$ cat src/rtl/scs8hd_setb_sequencer.sv
// Drives the active-low SETB pins of NBANK set-flop banks: holds all banks in set
// during reset, then releases them one by one, and performs masked set pulses on request.
module scs8hd_setb_sequencer #(
   parameter int NBANK = 4,
   parameter int PW    = 2,
   parameter int GAP   = 1
) (
   input  logic             CLK,
   input  logic             RESETB,
   input  logic             REQ,
   input  logic [NBANK-1:0] MASK,
   output logic [NBANK-1:0] SETB_OUT,
   output logic             ACK,
   output logic             DONE,
   output logic             BUSY
);

   localparam int MAXC = (PW > GAP) ? PW : GAP;
   localparam int CW   = (MAXC > 1) ? $clog2(MAXC) : 1;

   typedef enum logic [1:0] {HOLD, RELEASE, IDLE, ASSERT} state_t;

   state_t           state;
   logic [1:0]       rst_sync;
   logic [NBANK-1:0] rel_mask;
   logic [NBANK-1:0] next_bit;
   logic [CW-1:0]    cnt;
   logic             req_seq;

   function automatic logic [NBANK-1:0] lowest_bit(input logic [NBANK-1:0] m);
      return m & (~m + 1'b1);
   endfunction

   always_comb next_bit = lowest_bit(rel_mask);

   always_ff @(posedge CLK or negedge RESETB) begin
      if (!RESETB) rst_sync <= 2'b00;
      else         rst_sync <= {rst_sync[0], 1'b1};
   end

   // Every release edge sets the lowest pending bank and reloads the gap counter,
   // so the first release happens on the same edge that enters RELEASE.
   always_ff @(posedge CLK or negedge RESETB) begin
      if (!RESETB) begin
         state    <= HOLD;
         SETB_OUT <= '0;
         rel_mask <= '1;
         cnt      <= '0;
         req_seq  <= 1'b0;
         ACK      <= 1'b0;
         DONE     <= 1'b0;
         BUSY     <= 1'b1;
      end else begin
         ACK  <= 1'b0;
         DONE <= 1'b0;
         case (state)
            HOLD: begin
               if (rst_sync[1]) begin
                  SETB_OUT <= SETB_OUT | next_bit;
                  rel_mask <= rel_mask & ~next_bit;
                  cnt      <= CW'(GAP - 1);
                  req_seq  <= 1'b0;
                  state    <= RELEASE;
               end
            end
            RELEASE: begin
               if (rel_mask == '0) begin
                  DONE  <= req_seq;
                  BUSY  <= 1'b0;
                  state <= IDLE;
               end else if (cnt != '0) begin
                  cnt <= cnt - 1'b1;
               end else begin
                  SETB_OUT <= SETB_OUT | next_bit;
                  rel_mask <= rel_mask & ~next_bit;
                  cnt      <= CW'(GAP - 1);
               end
            end
            IDLE: begin
               if (REQ) begin
                  ACK      <= 1'b1;
                  BUSY     <= 1'b1;
                  SETB_OUT <= SETB_OUT & ~MASK;
                  rel_mask <= MASK;
                  req_seq  <= 1'b1;
                  cnt      <= CW'(PW - 1);
                  state    <= (MASK == '0) ? RELEASE : ASSERT;
               end
            end
            ASSERT: begin
               if (cnt != '0) begin
                  cnt <= cnt - 1'b1;
               end else begin
                  SETB_OUT <= SETB_OUT | next_bit;
                  rel_mask <= rel_mask & ~next_bit;
                  cnt      <= CW'(GAP - 1);
                  state    <= RELEASE;
               end
            end
            default: state <= HOLD;
         endcase
      end
   end

endmodule

$ cat config.mk
export PLATFORM = sky130hd
export DESIGN_NAME = scs8hd_setb_sequencer
export DESIGN_NICKNAME = d
export VERILOG_FILES = /design/src/rtl/scs8hd_setb_sequencer.sv
export SDC_FILE = /design/constraint.sdc
export NUM_CORES = 1
export LEC_CHECK = 0
export ABC_AREA = 1
export CAP_MARGIN = 0
export CORE_ASPECT_RATIO = 1.25
export CORE_UTILIZATION = 31
export CTS_BUF_LIST = sky130_fd_sc_hd__clkbuf_4
export CTS_CLUSTER_SIZE = 8
export DETAILED_ROUTE_END_ITERATION = 12
export GPL_TIMING_DRIVEN = 1
export PLACE_DENSITY_LB_ADDON = 0.2
export SLEW_MARGIN = 20
export SYNTH_ARGS = -nofsm -noshare
export SYNTH_HDL_FRONTEND = slang
export SYNTH_SLANG_ARGS = --single-unit
$ cat constraint.sdc
create_clock -name CLK -period 2 [get_ports CLK]
set_clock_uncertainty 0.15 [all_clocks]
set_input_delay 0.3 -clock CLK [delete_from_list [all_inputs] [get_ports CLK]]
set_output_delay 0.3 -clock CLK [all_outputs]
set_load 0.005 [all_outputs]
==> run summary <==
The worst hold margin came out at 169 ps. The initial utilization of the core area, before any placement, comes to 0.329. The number of fill cells came out at 309. The number of top-level pins came out at 14.

The post-cts sizing count is 0. For this run, the post-layout net count is 160. Setup repair after global routing left no endpoint under its margin. Buffers placed on the I/O ports in this run total 13.

IR analysis of the VDD net gives a maximum drop of 0.000855 V. The average cell area after synthesis came out at 7.64 µm². The detailed router placed 804 vias in this run.

After technology mapping, the gate count stands at 128. The setup check on the worst reg-to-reg path leaves a slack of 220 ps. The critical path data required time is 2050 ps.

The first-pass iteration count of the detailed router came out at 4. The count of routing violations after the opening detailed-route iteration is 8. The worst setup path is launched from a register. The run finished with clean final reports. The post-synthesis instance area came out at 978 µm². The number of nets handed over by synthesis was 141. The fraction of the yosys area taken by sequential cells came out at 0.441. The hold violation count in the final report is 0. The final setup TNS came out at 0 ps.

The overall power consumption is 1.80 mW. The path category of the worst min-delay check is input port to asynchronous set/reset pin. STA classifies the critical path endpoint as a register. The static power due to leakage came out at 0.635 nW. The final wirelength is 1.97 mm.

The clock tree from TritonCTS is yes. The number of buffers added by the clock tree synthesis step is 3. The buffer cell driving the clock tree root is sky130_fd_sc_hd__clkbuf_4. The total of warnings raised by yosys is 0. The number of storage elements in the synthesis netlist came out at 17. The clock share of power is 0.111. The net switching power is 813 µW.

The number of setup violations in the final report came out at 0. At the end of routability-driven placement, the weighted congestion stood at 0.883. The residual overflow from global routing came out at 0. The critical path is of the register to register type. The core area is 2970 µm². In this run the deepest clock path goes through 2 buffers. The sequential power share is 0.343.

The max-slew violation count is 0. The maximum fanout along the worst path came out at 7. The ratio of total power to cell area came out at 1510 nW/µm². The power share of the combinational group is 0.545. The floorplan die area is 3390 µm². The time the worst path needs with I/O delays and setup came out at 1780 ps. After synthesis, the netlist uses 21 different library cells. The share of the clock period used by the worst path is 0.889. Once detailed placement completed, the half-perimeter wirelength came to 1.48 mm. The via density per instance is 4.42. Clock latency on the worst-skew pair, taken at its later pin, is 290 ps.

The clock slew seen by the registers of the worst setup and hold paths came out at 100 ps. The number of hold buffers added after CTS was 0. The number of buffers inserted to repair setup after CTS came out at 0. The fraction of final layout cells with drive strength greater than 1 is 0.137. The area taken by flip-flops and latches came out at 432 µm². The maximum clock rate came out at 562 MHz. The average wire per standard cell came out at 10.8 µm. The largest net degree at the start of global routing came out at 18. The overall track demand over capacity in global routing came out at 0.143. The die is 64.8 µm tall. The proportion of total power due to net switching came out at 0.452.

The width of the die is 52.3 µm. Across the run, the number of max-cap violations was 0. The number of antenna violations at the first check in global routing is 0. The number of antenna diodes came out at 0. The via count of the first global-routing pass is 850. The wire length of the first global-routing pass is 3.56 mm. The area of the multi-input gates came out at 467 µm². Internal power comes to 987 µW. The residual antenna-violating net count after detailed routing is 0. The H-tree depth is 1. The tree built by TritonCTS fans out to 17 sinks. In the routed design, unresolved DRC markers number 0. The layout overhead on the synthesized area came out at 21.6%. Row generation in the floorplan step produced 22 rows. For the worst setup path, the data arrival time is 1820 ps.
==> sequential cells by signal (all words and copies together), names as in the netlist <==
register,count
req_seq,1
SETB_OUT,4
state,2
rel_mask,4
rst_sync,2
DONE,1
BUSY,1
cnt,1
ACK,1
==> kinds of logic after synthesis <==
group	Yosys count	share of synthesized area
and+or+nand+nor	71	0.307
AOI/OAI and AO/OA	14	0.0895
buffers and inverters	19	0.0818
adders and majority gates	6	0.0767
other	1	0.00383
DFF	17	0.441
==> synth_stat cells <==
master / instances / area (µm²)
sky130_fd_sc_hd__a21oi_1: 1 / 5.00
sky130_fd_sc_hd__nand3_2: 2 / 20.0
sky130_fd_sc_hd__o21ai_0: 7 / 35.0
sky130_fd_sc_hd__inv_2: 1 / 3.75
sky130_fd_sc_hd__nand3b_1: 1 / 7.51
sky130_fd_sc_hd__o21bai_1: 1 / 7.51
sky130_fd_sc_hd__o21a_1: 1 / 7.51
sky130_fd_sc_hd__o21ai_2: 3 / 26.3
sky130_fd_sc_hd__conb_1: 1 / 3.75
sky130_fd_sc_hd__dfstp_2: 5 / 131
sky130_fd_sc_hd__nand3_1: 6 / 30.0
sky130_fd_sc_hd__nor2_1: 7 / 26.3
sky130_fd_sc_hd__buf_2: 1 / 5.00
sky130_fd_sc_hd__buf_6: 1 / 11.3
sky130_fd_sc_hd__dfrtp_1: 12 / 300
sky130_fd_sc_hd__ha_1: 6 / 75.1
sky130_fd_sc_hd__nand2_1: 53 / 199
sky130_fd_sc_hd__a31oi_1: 1 / 6.26
sky130_fd_sc_hd__nor2_4: 1 / 11.3
sky130_fd_sc_hd__inv_1: 16 / 60.1
sky130_fd_sc_hd__nand2_2: 1 / 6.26
==> stage by stage <==
| step | utilization | setup slack, ps | cell area (µm²) | instances |
|---|---|---|---|---|
| 2_1_floorplan | - | 473 | 978 | 128 |
| 5_1_grt | 0.400 | 37.9 | 1190 | 182 |
| 4_1_cts | 0.400 | 206 | 1190 | 182 |
| 3_3_place_gp | 0.390 | 221 | 1160 | 178 |
| 6_report | 0.400 | 222 | 1190 | 182 |
| 3_5_place_dp | 0.390 | 170 | 1160 | 178 |
==> power groups by stage <==
stage	combinational [mW]	sequential, mW	clock [mW]
floorplan	0.724	0.604	0
global placement	0.975	0.626	0
detailed placement	0.987	0.625	0
CTS	0.988	0.621	0.208
global route	1.15	0.641	0.218
finish	0.981	0.618	0.200
==> cells in the final DEF (no fill, tap or decap) <==
master	netlist	routed
sky130_fd_sc_hd__a31oi_1	1	1
sky130_fd_sc_hd__dfrtp_1	12	12
sky130_fd_sc_hd__nand3_2	2	2
sky130_fd_sc_hd__buf_4	0	3
sky130_fd_sc_hd__o21bai_1	1	1
sky130_fd_sc_hd__clkdlybuf4s50_1	0	13
sky130_fd_sc_hd__o21ai_2	3	3
sky130_fd_sc_hd__o21ai_0	7	7
sky130_fd_sc_hd__a21oi_1	1	1
sky130_fd_sc_hd__dfstp_2	5	5
sky130_fd_sc_hd__nand2_1	53	53
sky130_fd_sc_hd__conb_1	1	1
sky130_fd_sc_hd__inv_1	16	16
sky130_fd_sc_hd__clkbuf_4	0	4
sky130_fd_sc_hd__nand3b_1	1	1
sky130_fd_sc_hd__nor2_1	7	7
sky130_fd_sc_hd__o21a_1	1	1
sky130_fd_sc_hd__nand3_1	6	6
sky130_fd_sc_hd__ha_1	6	6
sky130_fd_sc_hd__nand2_2	1	1
sky130_fd_sc_hd__nor2_4	1	1
sky130_fd_sc_hd__inv_2	1	1
==> critical path, stage by stage, from the launching register on <==
cell and delay [ps]:
sky130_fd_sc_hd__dfrtp_1 430, sky130_fd_sc_hd__inv_1 110, sky130_fd_sc_hd__ha_1 250, sky130_fd_sc_hd__nand2_2 100, sky130_fd_sc_hd__nand2_1 70, sky130_fd_sc_hd__inv_1 100
sky130_fd_sc_hd__nand3_2 160, sky130_fd_sc_hd__buf_4 210, sky130_fd_sc_hd__nand2_1 50, sky130_fd_sc_hd__nand2_1 50
==> final timing paths <==
path                                   from           to  cells past startpoint
worst min register to register  rst_sync[0]  rst_sync[1]                      0
worst max-delay path               state[0]  SETB_OUT[1]                      9
max in group asynchronous            RESETB  rel_mask[3]                      2
worst max register to register     state[0]  SETB_OUT[1]                      9
worst min-delay path                 RESETB  SETB_OUT[0]                      2
min in group CLK                rst_sync[0]  rst_sync[1]                      0
==> per-layer routing <==
metal  GRT usage  vias up  wire length [µm]
li1            -      426                 -
met1       0.178      365               924
met2       0.231        9               957
met3      0.0352        4                49
met4      0.0592        0                41
met5           0        -                 0
==> layout make-up <==
| type | count | area share |
|---|---|---|
| multi-input cells | 92 | 0.392 |
| flip-flops and latches | 17 | 0.363 |
| repair buffers | 16 | 0.128 |
| inverters | 17 | 0.0536 |
| well taps | 36 | 0.0379 |
| clock buffers | 4 | 0.0252 |
Power figures use the tool's default switching activity.
